--- src/rtl/codec_mixer_if.sv ---
// AXI-Stream style valid/ready channel used for every streaming port of codec_mixer.
// The master drives data/valid and the slave drives ready.
interface Axis_If #(
  parameter int W = 24
) ();
  logic [W-1:0] data;
  logic         valid;
  logic         ready;

  modport master (output data, output valid, input ready);
  modport slave  (input data, input valid, output ready);
endinterface

--- src/rtl/codec_mixer.sv ---
// Per-channel synth/ADC mixer feeding a small DAC frame FIFO, plus pitch-lock tracking.
// Optional capture buffer for channel 0 is compiled in with `define CODEC_MIXER_DBG_EN.
module codec_mixer #(
  parameter int WIDTH         = 24,
  parameter int NCH           = 2,
  parameter int FIFO_DEPTH    = 4,
  parameter int PITCH_TIMEOUT = 4800
) (
  input  logic             clk,
  input  logic             reset,
  input  logic             enabled,
  input  logic [2*NCH-1:0] mode,
  Axis_If.slave            synth_in,
  Axis_If.slave            adc_sample,
  Axis_If.master           dac_sample,
  Axis_If.slave            pitch_in,
  output logic [WIDTH-1:0] fundamental,
  output logic             pitch_locked,
  input  logic             dbg_capture,
  input  logic             dbg_next,
  output logic [WIDTH-1:0] dbg_data
);

  localparam int AW = $clog2(FIFO_DEPTH);
  localparam int CW = AW + 1;
  localparam int TW = $clog2(PITCH_TIMEOUT + 1);

  logic [NCH*WIDTH-1:0] adc_hold;
  logic [NCH*WIDTH-1:0] frame;
  logic [NCH*WIDTH-1:0] fifo_mem [FIFO_DEPTH];
  logic [AW-1:0]        wr_ptr;
  logic [AW-1:0]        rd_ptr;
  logic [CW-1:0]        count;
  logic                 push;
  logic                 pop;
  logic [TW-1:0]        timeout_cnt;

  function automatic logic [WIDTH-1:0] sat_add(input logic [WIDTH-1:0] a,
                                               input logic [WIDTH-1:0] b);
    logic [WIDTH:0] s;
    s = {a[WIDTH-1], a} + {b[WIDTH-1], b};
    if (s[WIDTH] != s[WIDTH-1])
      sat_add = s[WIDTH] ? {1'b1, {(WIDTH-1){1'b0}}} : {1'b0, {(WIDTH-1){1'b1}}};
    else
      sat_add = s[WIDTH-1:0];
  endfunction

  assign adc_sample.ready = 1'b1;
  assign pitch_in.ready   = 1'b1;

  // Ready depends only on registered occupancy so it never loops back through valid.
  assign synth_in.ready   = enabled && !reset && (count != CW'(FIFO_DEPTH));
  assign dac_sample.valid = !reset && (count != '0);
  assign dac_sample.data  = fifo_mem[rd_ptr];

  assign push = synth_in.valid && synth_in.ready;
  assign pop  = dac_sample.valid && dac_sample.ready;

  always_ff @(posedge clk) begin
    if (reset)
      adc_hold <= '0;
    else if (adc_sample.valid)
      adc_hold <= adc_sample.data;
  end

  // adc_hold is the pre-update value here, so a same-cycle ADC frame lands in later frames only.
  always_comb begin
    frame = '0;
    for (int k = 0; k < NCH; k++) begin
      case (mode[2*k +: 2])
        2'd0:    frame[k*WIDTH +: WIDTH] = '0;
        2'd1:    frame[k*WIDTH +: WIDTH] = synth_in.data;
        2'd2:    frame[k*WIDTH +: WIDTH] = adc_hold[k*WIDTH +: WIDTH];
        default: frame[k*WIDTH +: WIDTH] = sat_add(synth_in.data, adc_hold[k*WIDTH +: WIDTH]);
      endcase
    end
  end

  always_ff @(posedge clk) begin
    if (push)
      fifo_mem[wr_ptr] <= frame;
  end

  always_ff @(posedge clk) begin
    if (reset || !enabled) begin
      wr_ptr <= '0;
      rd_ptr <= '0;
      count  <= '0;
    end else begin
      if (push)
        wr_ptr <= wr_ptr + 1'b1;
      if (pop)
        rd_ptr <= rd_ptr + 1'b1;
      case ({push, pop})
        2'b10:   count <= count + 1'b1;
        2'b01:   count <= count - 1'b1;
        default: count <= count;
      endcase
    end
  end

  // A pitch word wins over a same-cycle ADC frame; the counter parks at the timeout value.
  always_ff @(posedge clk) begin
    if (reset) begin
      fundamental  <= '0;
      timeout_cnt  <= '0;
      pitch_locked <= 1'b0;
    end else if (pitch_in.valid) begin
      fundamental  <= pitch_in.data;
      timeout_cnt  <= '0;
      pitch_locked <= 1'b1;
    end else if (adc_sample.valid && (timeout_cnt != TW'(PITCH_TIMEOUT))) begin
      timeout_cnt <= timeout_cnt + 1'b1;
      if (timeout_cnt == TW'(PITCH_TIMEOUT - 1))
        pitch_locked <= 1'b0;
    end
  end

`ifdef CODEC_MIXER_DBG_EN
  logic             capture_q;
  logic             next_q;
  logic [4:0]       cap_left;
  logic [3:0]       cap_wr;
  logic [3:0]       dbg_rd;
  logic [WIDTH-1:0] dbg_buf [16];

  // A capture edge re-arms the buffer for the next 16 pushed frames.
  always_ff @(posedge clk) begin
    if (reset) begin
      capture_q <= 1'b0;
      next_q    <= 1'b0;
      cap_left  <= '0;
      cap_wr    <= '0;
      dbg_rd    <= '0;
      for (int i = 0; i < 16; i++)
        dbg_buf[i] <= '0;
    end else begin
      capture_q <= dbg_capture;
      next_q    <= dbg_next;
      if (dbg_capture && !capture_q) begin
        cap_left <= 5'd16;
        cap_wr   <= '0;
      end else if (push && (cap_left != '0)) begin
        dbg_buf[cap_wr] <= frame[WIDTH-1:0];
        cap_wr          <= cap_wr + 1'b1;
        cap_left        <= cap_left - 1'b1;
      end
      if (dbg_next && !next_q)
        dbg_rd <= dbg_rd + 1'b1;
    end
  end

  assign dbg_data = dbg_buf[dbg_rd];
`else
  logic unused_dbg;
  assign unused_dbg = dbg_capture ^ dbg_next;
  assign dbg_data   = '0;
`endif

endmodule

--- src/flat_wrapper.sv ---
// flat-port wrapper written by rule: the top's interface ports become plain ports
module codec_mixer_flat 
#(
  parameter int WIDTH         = 24,
  parameter int NCH           = 2,
  parameter int FIFO_DEPTH    = 4,
  parameter int PITCH_TIMEOUT = 4800
)
  (clk, reset, enabled, mode, fundamental, pitch_locked, dbg_capture, dbg_next, dbg_data, synth_in_data, synth_in_valid, synth_in_ready, adc_sample_data, adc_sample_valid, adc_sample_ready, dac_sample_data, dac_sample_valid, dac_sample_ready, pitch_in_data, pitch_in_valid, pitch_in_ready);
  Axis_If #(.W((24))) synth_in_i ();
  Axis_If #(.W((2)*(24))) adc_sample_i ();
  Axis_If #(.W((2)*(24))) dac_sample_i ();
  Axis_If #(.W((24))) pitch_in_i ();
  input  logic clk;
  input  logic reset;
  input  logic enabled;
  input  logic [2*NCH-1:0] mode;
  output logic [WIDTH-1:0] fundamental;
  output logic pitch_locked;
  input  logic dbg_capture;
  input  logic dbg_next;
  output logic [WIDTH-1:0] dbg_data;
  input wire logic [$bits(synth_in_i.data)-1:0] synth_in_data;
  input wire logic [$bits(synth_in_i.valid)-1:0] synth_in_valid;
  output wire logic [$bits(synth_in_i.ready)-1:0] synth_in_ready;
  input wire logic [$bits(adc_sample_i.data)-1:0] adc_sample_data;
  input wire logic [$bits(adc_sample_i.valid)-1:0] adc_sample_valid;
  output wire logic [$bits(adc_sample_i.ready)-1:0] adc_sample_ready;
  output wire logic [$bits(dac_sample_i.data)-1:0] dac_sample_data;
  output wire logic [$bits(dac_sample_i.valid)-1:0] dac_sample_valid;
  input wire logic [$bits(dac_sample_i.ready)-1:0] dac_sample_ready;
  input wire logic [$bits(pitch_in_i.data)-1:0] pitch_in_data;
  input wire logic [$bits(pitch_in_i.valid)-1:0] pitch_in_valid;
  output wire logic [$bits(pitch_in_i.ready)-1:0] pitch_in_ready;
  assign synth_in_i.data = synth_in_data;
  assign synth_in_i.valid = synth_in_valid;
  assign synth_in_ready = synth_in_i.ready;
  assign adc_sample_i.data = adc_sample_data;
  assign adc_sample_i.valid = adc_sample_valid;
  assign adc_sample_ready = adc_sample_i.ready;
  assign dac_sample_data = dac_sample_i.data;
  assign dac_sample_valid = dac_sample_i.valid;
  assign dac_sample_i.ready = dac_sample_ready;
  assign pitch_in_i.data = pitch_in_data;
  assign pitch_in_i.valid = pitch_in_valid;
  assign pitch_in_ready = pitch_in_i.ready;
  codec_mixer #(.WIDTH(WIDTH), .NCH(NCH), .FIFO_DEPTH(FIFO_DEPTH), .PITCH_TIMEOUT(PITCH_TIMEOUT)) u_core (.clk(clk), .reset(reset), .enabled(enabled), .mode(mode), .synth_in(synth_in_i), .adc_sample(adc_sample_i), .dac_sample(dac_sample_i), .pitch_in(pitch_in_i), .fundamental(fundamental), .pitch_locked(pitch_locked), .dbg_capture(dbg_capture), .dbg_next(dbg_next), .dbg_data(dbg_data));
endmodule
--- config.mk ---
export PLATFORM = sky130hd
export DESIGN_NAME = codec_mixer_flat
export DESIGN_NICKNAME = d
export VERILOG_FILES = /design/src/rtl/codec_mixer_if.sv /design/src/rtl/codec_mixer.sv /design/src/flat_wrapper.sv
export SDC_FILE = /design/constraint.sdc
export NUM_CORES = 1
export LEC_CHECK = 0
export CAP_MARGIN = 10
export CORE_MARGIN = 1
export CORE_UTILIZATION = 35
export DETAILED_ROUTE_END_ITERATION = 16
export DONT_BUFFER_PORTS = 1
export PLACE_DENSITY = 0.52
export SYNTH_ARGS = -nofsm -noshare
export SYNTH_HDL_FRONTEND = slang
export SYNTH_SLANG_ARGS = --single-unit
--- constraint.sdc ---
create_clock -name clk -period 3 [get_ports clk]
set_input_delay 0.3 -clock clk [delete_from_list [all_inputs] [get_ports clk]]
set_output_delay 0.3 -clock clk [all_outputs]
set_load 0.02 [all_outputs]
== Word level (Yosys, flattened, before mapping) ==
Memory sizes are Yosys's and may differ from the RTL's. A register that Yosys moved wholly into a read port is not among the register bits.
Index checks and enable logic that the tools add are counted.

* Equal/unequal tests: 11
* Reductions and logical operators: 17
* Muxes and demuxes: 14
* $add $sub $neg: 7

{| class="wikitable"
|+ Operators by type and width
! cell !! number
|-
| $pmux W24 S3 || 2
|-
| $mux W24 || 4
|-
| $add A24 B24 Y25 || 2
|-
| $add A13 B1 Y13 const B || 1
|-
| $eq A13 B13 Y1 const B || 1
|-
| $ne A13 B13 Y1 const B || 1
|-
| $eq A2 B1 Y1 const B || 3
|-
| $eq A2 B2 Y1 const B || 3
|-
| $logic_and A1 B1 Y1 || 6
|-
| $pmux W3 S2 || 1
|-
| $reduce_bool A2 Y1 || 3
|-
| $mux W1 || 5
|-
| $add A2 B1 Y2 const B || 2
|-
| $logic_not A2 Y1 || 2
|-
| $mux W2 || 2
|-
| $add A3 B1 Y3 const B || 1
|-
| $ne A3 B3 Y1 const B || 1
|-
| $reduce_bool A3 Y1 || 1
|-
| $sub A3 B1 Y3 const B || 1
|-
| $logic_not A1 Y1 || 2
|-
| $ne A1 B1 Y1 || 2
|-
| $reduce_and A2 Y1 || 1
|-
| $reduce_or A2 Y1 || 1
|-
| $logic_or A1 B1 Y1 || 1
|}

* Input bits: 109
* Memories: 1
* Memory bits (writable): 192
* Register bits: 93

{| class="wikitable"
|+ Memories
! memory !! words !! width !! rd ports !! clocked after memory_dff !! write ports !! RTL line !! text
|-
| u_core.fifo_mem || 4 || 48 || 1 || 1 || 1 || codec_mixer.sv:30 || <nowiki>logic [NCH*WIDTH-1:0] fifo_mem [FIFO_DEPTH];</nowiki>
|}

== Depth between registers and ports, before layout ==
* Word-level depth: 6
* Depth in mapped cells: 12
* Depth with buffers taken out: 11

== Worst setup path before layout ==
OpenSTA, ideal clock, no wires.

* Kind: reg2reg
* Start: reg u_core.adc_hold[24]
* End: mem u_core.fifo_mem[0][32] (netlist bit) (data pin)
* Setup slack: 44 ps
* Buffers on the path: 0
* Stages on the path, launching flop included: 12
* Arrival time: 2,683 ps
* Path through: dfxtp_1 -> ha_1 -> inv_1 -> fa_1 -> nand2b_1 -> a21oi_1 -> o31ai_2 -> a2111oi_4 -> o21ai_1 -> a21boi_2 -> nor2_1 -> a2111oi_1

* Longest elaborated chain between the ends: 4
* Elaborated cells between the ends (all ways): 5
* Classes of those cells: add/sub: 1; eq/ne: 1; mux: 3

{| class="wikitable"
|+ RTL lines
! what !! RTL line !! text
|-
| start: declaration || codec_mixer.sv:28 || <nowiki>logic [NCH*WIDTH-1:0] adc_hold;</nowiki>
|-
| start signal: assignment || codec_mixer.sv:63 || <nowiki>adc_hold <= adc_sample.data;</nowiki>
|-
| $add A24 B24 Y25 (*) || codec_mixer.sv:41 || <nowiki>s = {a[WIDTH-1], a} + {b[WIDTH-1], b};</nowiki>
|-
| $mux W24 / $ne A1 B1 Y1 (equally long branches) || codec_mixer.sv:43, codec_mixer.sv:42 ||
|-
| $mux W24 (*) || codec_mixer.sv:42 || <nowiki>if (s[WIDTH] != s[WIDTH-1])</nowiki>
|-
| $pmux W24 S3 (*) || codec_mixer.sv:70 || <nowiki>case (mode[2*k +: 2])</nowiki>
|-
| via u_core.frame[32] || codec_mixer.sv:29 || <nowiki>logic [NCH*WIDTH-1:0] frame;</nowiki>
|-
| end: declaration || codec_mixer.sv:30 ||
|}

The timed path passes the listed nets; every way through them passes the cells marked *.

== Worst setup path after layout ==
* Start: reg u_core.adc_hold[24]
* End: mem u_core.fifo_mem[0][41] (netlist bit) (data pin)

Same word-level chain as after synthesis.

==> qor.yml <==
route:
  firstDrtPassIters: 5
  wirelength_um: 40000
  routedWlPerCell_um: 21.6
  vias: 9803
  antenna_left: 0
  first_iter_violations: 533
  drc: 0
  viasPerCell: 5.30
power:
  p_leak_nw: 6.57
  ir_drop_mv: 0.362
  total_power_mw: 10.1
  power_density_nw_per_um2: 564
sta:
  worst_pin_slew_ps: 895
  finalHoldViolCount: 0
  finalSetupViolCount: 0
  fmax_mhz: 335
  rsz0062_at_grt: "true"
  hold-worst-slack_ps: 36.7
  final_max_slew_viol_count: 0
  final.period_utilization_pct: 99.4
  tns_ps: 0
  post-route-min-period_ps: 2980
  slew_headroom_pct: 40.1
  clock_skew_ps: 30.1
floorplanning:
  initial_core_util_pct: 35.4
  core_sq_um: 39700
  rows: 73
  die_x_um: 203
  die_h_um: 203
  ios: 210
  dieArea_sq_um: 41000
clock_tree:
  clockRootBuffer: "clkbuf_16"
  cts_sinks: 287
  cts_made_buffers: 35
  cts.path.max_buffers: 3
  insertion_delay_ps: 550
  cts_tree: "built"
  h-tree-depth: 2
  path_clk_slew_ps: 60
yosys:
  yosysTopAreaCellShare_pct: 41.0
  synth_top_family_by_area: "multiplexers"
  synth_edf_count: 192
  syn_inst: 1107
  synth_cell_type_count: 69
  synth-adder-area-share_pct: 5.31
  synth_warnings: 0
  synth_area_per_cell_sq_um: 12.7
  async_flop_share_pct: 0
  synth-main-ff-cell: "edfxtp_1"
  synth-simple-area-share_pct: 7.62
  synth.largest_area_cell: "edfxtp_1"
  synth_area_leaders: "edfxtp_1, dfxtp_1, mux4_2, mux2i_1, ha_1"
  synth-seq-area-share_pct: 54.5
  syn_area_sq_um: 14100
  muxShareOfSynthArea_pct: 12.9
  netlist_top_cells_count: "edfxtp_1, nor2_1, dfxtp_1"
  synth-compound-area-share_pct: 12.6
  yosysMostFrequentCell: "edfxtp_1"
  ys_ff_latch: 287
  synth_xor_area_share_pct: 3.48
global_routing:
  grt_pass1_vias: 9888
  grt_start_max_net_pins: 74
  grt_antenna_before_repair: 11
  overflow: 0
  grt_pass1_wl_um: 59800
  grt_usage_pct: 19.5
critical_path:
  critPathArrivalTime_ps: 3300
  end_kind: "flip-flop"
  cp_max_fo: 5
  critical_path_required_ps: 3320
  slowest_delay_ps: 430
  critPathTopFamily: "compound AO/OA/AOI/OAI gates"
  crit_chain: "ha_4 > inv_2 > fa_2 > nand2b_4 > a21oi_4 > o31ai_4 > a2111oi_4 > o21bai_1 > nor2_2 > o31ai_4 > buf_6 > buf_6 > o211ai_1"
  critPathBufInv: 3
  slowest_stage: "a2111oi_4"
  crit_type: "flip-flop to flip-flop"
  startpoint_type: "flip-flop"
worst_hold_path:
  hold_path_class: "input port to flip-flop"
cells_and_area:
  post-route-util_pct: 45.1
  syn2layout_area_growth_pct: 27.2
  fin_nets: 1462
  drive_above_1_share_pct: 18.8
outcome:
  status: "finished clean"
place:
  gp_congestion: 0.851
  hpwl_um: 26200
  port_buffers: 0
flow_run:
  cap_violations: 0
stage by stage:
stage | instance area, sq um | worst slack (ps) | std cells
6_report | 17900 | 18.8 | 1851
5_1_grt | 17900 | -99.0 | 1850
4_1_cts | 17600 | 2.69 | 1834
3_5_place_dp | 15000 | -225 | 1637
3_3_place_gp | 15000 | -155 | 1637
2_1_floorplan | 14200 | 44.3 | 1131
area by class of cell:
cell class,instances,area (sq um)
fillers,3645,21800
flip-flops and latches,287,7680
multi-input cells,742,6290
repair buffers,204,2020
clock buffers,46,970
well taps,525,657
clock inverters,17,180
inverters,25,93.8
diodes,5,12.5
state kept, by name, summed over array words and instances (netlist names), named ones only:
register	count
u_core.adc_hold	48
u_core.count	3
u_core.fifo_mem	192
u_core.fundamental	24
u_core.pitch_locked	1
u_core.rd_ptr	2
u_core.timeout_cnt	13
u_core.wr_ptr	2
where the power goes:
part	switching, mW	leakage (nW)	internal, mW
combinational	0.755	3.46	0.648
sequential	0.0879	2.54	4.39
clock	1.66	0.562	2.55
worst register-to-register path, stage by stage (launching register included):
cell,delay [ps]
dfxtp_2,360
ha_4,160
inv_2,40
fa_2,330
nand2b_4,160
a21oi_4,150
o31ai_4,90
a2111oi_4,430
o21bai_1,150
nor2_2,170
o31ai_4,90
buf_6,140
buf_6,130
o211ai_1,340
metal layers:
layer / GRT usage, % / up-vias / wire length, um
met5: 0 / - / 69
met4: 6.98 / 10 / 1140
met3: 5.51 / 71 / 2580
met2: 31.8 / 277 / 19000
met1: 24.5 / 4884 / 17200
li1: - / 4561 / -
cells in the final DEF (no fill, tap or decap), types with 5 or more instances in the layout:
master / count
o21ai_0: 26
clkbuf_16: 37
a21oi_1: 51
a21o_1: 17
xor2_1: 31
nand4_1: 5
clkinv_2: 6
buf_12: 9
o211ai_1: 29
diode_2: 5
o21a_1: 7
nand2_1: 47
nand3_1: 12
conb_1: 26
xnor2_1: 24
clkbuf_1: 8
edfxtp_1: 192
buf_6: 7
nand2b_1: 6
ha_1: 42
and3_1: 9
o211ai_2: 18
dlygate4sd3_1: 131
inv_1: 23
a31oi_1: 8
a22oi_1: 42
o21bai_1: 6
nor2_1: 118
nor2b_1: 6
nor3_1: 8
dfxtp_1: 89
mux2i_1: 73
buf_4: 56
o21ai_1: 5
ha_4: 9
mux4_2: 48
logic make-up (layout without fill, tap and decap cells):
family | Yosys count | count (layout)
DFF | 287 | 287
and+or+nand+nor | 238 | 238
muxes | 121 | 121
other | 2 | 31
buffers and inverters | 102 | 292
AOI/OAI and AO/OA | 243 | 243
xor gates and xnor gates | 56 | 56
adders and majority gates | 58 | 58
worst paths after layout:
| kind | cells after the start | slack, ps | start | endpoint |
|---|---|---|---|---|
| setup reg to reg | 13 | 20 | u_core.adc_hold[24]$_SDFFE_PP0P_ | u_core.fifo_mem[0][41]$_DFFE_PP_ |
| setup / recovery | 13 | 20 | u_core.adc_hold[24]$_SDFFE_PP0P_ | u_core.fifo_mem[0][41]$_DFFE_PP_ |
| hold reg to reg | 2 | 510 | u_core.wr_ptr[1]$_SDFFE_PP0P_ | u_core.wr_ptr[1]$_SDFFE_PP0P_ |
| hold / removal | 2 | 40 | synth_in_data[23] | u_core.fifo_mem[2][23]$_DFFE_PP_ |
what timing repair did:
action                     CTS  global route
hold endpoints to repair    75             0
hold buffers               132             0
gates resized for setup     12            47
gates cloned                 0             1
setup buffers                2            11
setup endpoints to repair   92           138
pin swaps                    8            32
No activity file was read; power rests on OpenSTA's default activity.
